[config.mk]
export PLATFORM = sky130hd
export DESIGN_NAME = mem_arbiter
export DESIGN_NICKNAME = d
export VERILOG_FILES = /design/src/rtl/mem_arbiter.sv
export SDC_FILE = /design/constraint.sdc
export NUM_CORES = 1
export LEC_CHECK = 0
export ABC_AREA = 0
export CORE_ASPECT_RATIO = 0.6
export CORE_MARGIN = 4
export CORE_UTILIZATION = 43
export DETAILED_ROUTE_END_ITERATION = 7
export GPL_ROUTABILITY_DRIVEN = 0
export GPL_TIMING_DRIVEN = 0
export PLACE_DENSITY = 0.76
export SYNTH_ARGS = -nofsm -noshare
export SYNTH_HDL_FRONTEND = slang
export SYNTH_SLANG_ARGS = --single-unit
[constraint.sdc]
create_clock -name clk -period 2 [get_ports clk]
set_clock_uncertainty 0.1 [all_clocks]
set_input_delay 0.3 -clock clk [delete_from_list [all_inputs] [get_ports clk]]
set_output_delay 0.3 -clock clk [all_outputs]
set_load 0.02 [all_outputs]
[src/rtl/mem_arbiter.sv]
// mem_arbiter: two-requester (instruction fetch / data) arbiter onto a single
// word-wide memory port. Data wins over fetch; wide data accesses are split
// into two consecutive word accesses (low word at addr, high word at addr+1).
//
// Ports:
//   clk, rst                 clock, synchronous active-high reset
//   if_req/if_addr           fetch request (held until if_ack)
//   if_rdata/if_ack          fetched word, one-cycle completion pulse
//   dm_req/dm_we/dm_wide     data request, write enable, two-word access
//   dm_addr/dm_wdata         data address (low word), write data
//   dm_rdata/dm_ack          read data (high half zero if narrow), completion
//   mem_req/mem_we/mem_addr/mem_wdata   memory request side (registered)
//   mem_rdata/mem_ack        memory response; ack may come with or after req
//
// Optional feature: define MEM_ARB_FAIRNESS_EN to force a fetch grant after
// MAX_DM_RUN back-to-back data grants made while a fetch was waiting.
module mem_arbiter #(
    parameter int unsigned ADDR_W     = 16,
    parameter int unsigned DATA_W     = 16,
    parameter int unsigned MAX_DM_RUN = 4
) (
    input  logic                  clk,
    input  logic                  rst,
    input  logic                  if_req,
    input  logic [ADDR_W-1:0]     if_addr,
    output logic [DATA_W-1:0]     if_rdata,
    output logic                  if_ack,
    input  logic                  dm_req,
    input  logic                  dm_we,
    input  logic                  dm_wide,
    input  logic [ADDR_W-1:0]     dm_addr,
    input  logic [2*DATA_W-1:0]   dm_wdata,
    output logic [2*DATA_W-1:0]   dm_rdata,
    output logic                  dm_ack,
    output logic                  mem_req,
    output logic                  mem_we,
    output logic [ADDR_W-1:0]     mem_addr,
    output logic [DATA_W-1:0]     mem_wdata,
    input  logic [DATA_W-1:0]     mem_rdata,
    input  logic                  mem_ack
);

    typedef enum logic [2:0] {
        IDLE  = 3'd0,
        IF_RD = 3'd1,
        DM_LO = 3'd2,
        DM_HI = 3'd3,
        DONE  = 3'd4
    } state_e;

    state_e                state_q;
    logic                  we_q;
    logic                  wide_q;
    logic [ADDR_W-1:0]     addr_q;
    logic [DATA_W-1:0]     wdata_hi_q;
    logic [DATA_W-1:0]     rd_lo_q;
    logic [DATA_W-1:0]     if_rdata_q;
    logic                  if_ack_q;
    logic [2*DATA_W-1:0]   dm_rdata_q;
    logic                  dm_ack_q;
    logic                  mem_req_q;
    logic                  mem_we_q;
    logic [ADDR_W-1:0]     mem_addr_q;
    logic [DATA_W-1:0]     mem_wdata_q;
    logic                  grant_dm_c;

`ifdef MEM_ARB_FAIRNESS_EN
    localparam int unsigned RUN_W = (MAX_DM_RUN < 1) ? 1 : $clog2(MAX_DM_RUN + 1);

    logic [RUN_W-1:0] dm_run_q;
    logic             force_if_c;

    // A waiting fetch that has been passed over MAX_DM_RUN times wins next.
    assign force_if_c = if_req && (dm_run_q == RUN_W'(MAX_DM_RUN));
    assign grant_dm_c = dm_req && !force_if_c;

    // Counts data grants that starved a pending fetch.
    always_ff @(posedge clk) begin
        if (rst) begin
            dm_run_q <= '0;
        end else if (state_q == IDLE) begin
            if (grant_dm_c) begin
                dm_run_q <= if_req ? dm_run_q + RUN_W'(1) : '0;
            end else if (if_req) begin
                dm_run_q <= '0;
            end
        end
    end
`else
    logic unused_cfg;

    assign grant_dm_c = dm_req;
    assign unused_cfg = ^32'(MAX_DM_RUN);
`endif

    // Arbitration FSM; every memory-side and requester-side output is a flop.
    always_ff @(posedge clk) begin
        if (rst) begin
            state_q     <= IDLE;
            we_q        <= 1'b0;
            wide_q      <= 1'b0;
            addr_q      <= '0;
            wdata_hi_q  <= '0;
            rd_lo_q     <= '0;
            if_rdata_q  <= '0;
            if_ack_q    <= 1'b0;
            dm_rdata_q  <= '0;
            dm_ack_q    <= 1'b0;
            mem_req_q   <= 1'b0;
            mem_we_q    <= 1'b0;
            mem_addr_q  <= '0;
            mem_wdata_q <= '0;
        end else begin
            case (state_q)
                IDLE: begin
                    if (grant_dm_c) begin
                        we_q        <= dm_we;
                        wide_q      <= dm_wide;
                        addr_q      <= dm_addr;
                        wdata_hi_q  <= dm_wdata[2*DATA_W-1:DATA_W];
                        mem_req_q   <= 1'b1;
                        mem_we_q    <= dm_we;
                        mem_addr_q  <= dm_addr;
                        mem_wdata_q <= dm_wdata[DATA_W-1:0];
                        state_q     <= DM_LO;
                    end else if (if_req) begin
                        we_q        <= 1'b0;
                        wide_q      <= 1'b0;
                        addr_q      <= if_addr;
                        wdata_hi_q  <= '0;
                        mem_req_q   <= 1'b1;
                        mem_we_q    <= 1'b0;
                        mem_addr_q  <= if_addr;
                        mem_wdata_q <= '0;
                        state_q     <= IF_RD;
                    end
                end
                IF_RD: begin
                    if (mem_ack) begin
                        if_rdata_q <= mem_rdata;
                        if_ack_q   <= 1'b1;
                        mem_req_q  <= 1'b0;
                        mem_we_q   <= 1'b0;
                        state_q    <= DONE;
                    end
                end
                DM_LO: begin
                    if (mem_ack) begin
                        if (wide_q) begin
                            // Low word is parked until the whole access completes.
                            if (!we_q) begin
                                rd_lo_q <= mem_rdata;
                            end
                            mem_addr_q  <= addr_q + ADDR_W'(1);
                            mem_wdata_q <= wdata_hi_q;
                            state_q     <= DM_HI;
                        end else begin
                            if (!we_q) begin
                                dm_rdata_q <= {DATA_W'(0), mem_rdata};
                            end
                            dm_ack_q  <= 1'b1;
                            mem_req_q <= 1'b0;
                            mem_we_q  <= 1'b0;
                            state_q   <= DONE;
                        end
                    end
                end
                DM_HI: begin
                    if (mem_ack) begin
                        if (!we_q) begin
                            dm_rdata_q <= {mem_rdata, rd_lo_q};
                        end
                        dm_ack_q  <= 1'b1;
                        mem_req_q <= 1'b0;
                        mem_we_q  <= 1'b0;
                        state_q   <= DONE;
                    end
                end
                DONE: begin
                    if_ack_q <= 1'b0;
                    dm_ack_q <= 1'b0;
                    state_q  <= IDLE;
                end
                default: begin
                    state_q <= IDLE;
                end
            endcase
        end
    end

    assign if_rdata  = if_rdata_q;
    assign if_ack    = if_ack_q;
    assign dm_rdata  = dm_rdata_q;
    assign dm_ack    = dm_ack_q;
    assign mem_req   = mem_req_q;
    assign mem_we    = mem_we_q;
    assign mem_addr  = mem_addr_q;
    assign mem_wdata = mem_wdata_q;

endmodule
==> results_dict.tcl <==
set metrics [dict create \
    r2r_slack_ps 10 \
    first_pass_iters 5 \
    h-tree-depth 4 \
    cpMostUsedCell "or4_4" \
    wl_per_cell_um 18.8 \
    slew-limit-headroom_pct 52.9 \
    place_area_um2 7640 \
    num_vias 5838 \
    hold_violations 0 \
    synth_top_area_cell "dfxtp_1" \
    cp-start-kind "flip-flop" \
    core_area_um2 12900 \
    layout_common_cells "clkdlybuf4s50_1 (167), dfxtp_1 (134), nor2_1 (103)" \
    drv_cap 0 \
    drive_gt1_share_pct 10.1 \
    synthTopCellsByArea "dfxtp_1 (48%), mux2i_1 (8.7%), nor2_1 (6.7%)" \
    setup-violations-final 0 \
    cp_num_buf_inv 1 \
    final_common_cell "clkdlybuf4s50_1" \
    syn_area_per_cell_um2 8.75 \
    critical_path_class "flip-flop to flip-flop" \
    syn_nets 744 \
    antenna_found_initial 0 \
    tightest_slew_ps 707 \
    port_buffers 168 \
    drt_iter0_markers 481 \
    slowest_delay_ps 530 \
    antennaDiodeCount 0 \
    die_y_um 97.5 \
    num_rows 32 \
    grt_pass1_vias 5599 \
    p_leak_nw 3.14 \
    ys_seq_area_share_pct 47.8 \
    wl_um 19300 \
    die_w_um 157 \
    slowest_stage "or4_4" \
    dieArea_um2 15300 \
    cts_sinks 137 \
    async_flop_share_pct 0 \
    ios 171 \
    max_clock_freq_mhz 502 \
    ys.flop_type "dfxtp_1" \
    start_util_pct 44.4 \
    numCtsBuffers 17 \
    cts.path.max_buffers 2 \
    min_period_ps 1990 \
    grt_pass1_wl_um 29600 \
    avgViaCountPerCell 5.68 \
    total_power_mw 12.2 \
    grt_max_degree 17 \
    final_area_um2 8440 \
    hold_class "flip-flop to flip-flop" \
    slew_violations 0 \
    post-route-period-util_pct 99.5 \
    rsz0062_at_grt "yes" \
    cts_tree "done" \
    dpl.hpwl_um 14400 \
    pwr_density_cell_nw_per_um2 1450 \
    cp_cell_sequence "or2_1 -> buf_6 -> or4_4 -> or4_4 -> o221ai_2" \
    cts_root_buf "clkbuf_16" \
    crit_family "simple AND/OR/NAND/NOR gates" \
    synth_edf_count 0 \
    overflow 0 \
    critPathArrivalTime_ps 2220 \
    synth_top_area_share_pct 47.8 \
    yosysWarnings 0 \
    status "completed" \
    synth_area_um2 5740 \
    fin_util_pct 65.3 \
    ys_ff_latch 137 \
    critical_path_peak_fanout 9 \
    end_kind "flip-flop" \
    syn_inst 656 \
    drc 0 \
    grt.total_usage_pct 24.2 \
    cp.required_ps 2230 \
    clkTransAtPathRegs_ps 60 \
    hold_slack_ps 358 \
    finalNetCount 933 \
    peakVddDrop_mv 0.866 \
    ant_nets 0 \
    ys_types 55 \
    areaGrowthSynthToFinish_pct 47.1 \
    clkLatencyLatePin_ps 410 \
]
==> metrics by stage <==
stage               worst slack, ps  cells  TNS (ps)
CTS                           -7.18   1024     -9.87
global route                  -34.6   1028     -34.6
finish                         9.92   1028         0
floorplan                      22.9    656         0
global placement               -604    994    -45830
detailed placement             -631    994    -50270
==> final timing paths <==
| kind | startpoint | end | depth (start not counted) |
|---|---|---|---|
| min reg2reg | mem_addr[1] | mem_addr[1] | 2 |
| max reg2reg | state_q[0] | mem_addr[13] | 5 |
| max | state_q[0] | mem_addr[13] | 5 |
| min | mem_addr[1] | mem_addr[1] | 2 |
==> flip-flops by register name, indices dropped and copies added, names as in the netlist <==
signal	flops
wide_q	1
mem_req	1
mem_we	1
addr_q	16
we_q	1
rd_lo_q	16
wdata_hi_q	16
state_q	3
if_rdata	16
dm_ack	1
mem_wdata	16
mem_addr	16
dm_rdata	32
if_ack	1
==> worst min-delay path, delay by kind of cell (launching register included) <==
kind / cells / cell delay [ps]
AND/OR/NAND/NOR: 1 / 50
AO/OA/AOI/OAI: 1 / 50
flip-flops: 1 / 310
==> cells in the mapped netlist, drive strengths merged (3+ instances only) <==
cell type  instances
dfxtp            137
nor2             103
nand2             76
mux2i             50
clkbuf            44
a22oi             35
a21oi             34
a211oi            30
nand3             25
a311oi            17
buf               11
o21ai             10
nor3               9
nand4              6
or4                6
inv                5
nor4               4
o211ai             4
and3               3
and4               3
nor2b              3
xnor2              3
xor2               3
==> cell families after synthesis <==
group,synth area share [%]
and+or+nand+nor,19.4
buffers and inverters,4.29
AOI/OAI and AO/OA,18.3
muxes,9.11
adders and majority gates,0.218
DFF,47.8
xor gates and xnor gates,0.916
==> report_power, final <==
group	switching, mW	leakage, nW	internal [mW]
clock	1.19	0.315	2.19
sequential	0.533	1.12	3.41
combinational	2.88	1.71	2.04
==> cell type report <==
type,instances,area [um^2]
Multi-Input combinational cell,458,2840
Tap cell,170,213
Sequential cell,137,2750
Timing Repair Buffer,174,1730
Clock inverter,10,165
Fill cell,1062,4490
Buffer,51,250
Inverter,6,22.5
Clock buffer,22,474
==> metal layers <==
metal	GRT usage, %	up-vias	wire length (um)
met5	0	-	0
met4	5.82	0	154
met3	6.36	20	2070
met2	35.9	309	8290
met1	35.0	2764	8810
li1	-	2745	-
==> repair_timing <==
item / 4_1_cts / 5_1_grt
pin swaps: 2 / 4
gates resized for setup: 35 / 26
setup buffers: 2 / 4
hold buffers: 0 / 0
endpoints found under the setup margin: 108 / 77
Power figures use the tool's default switching activity.
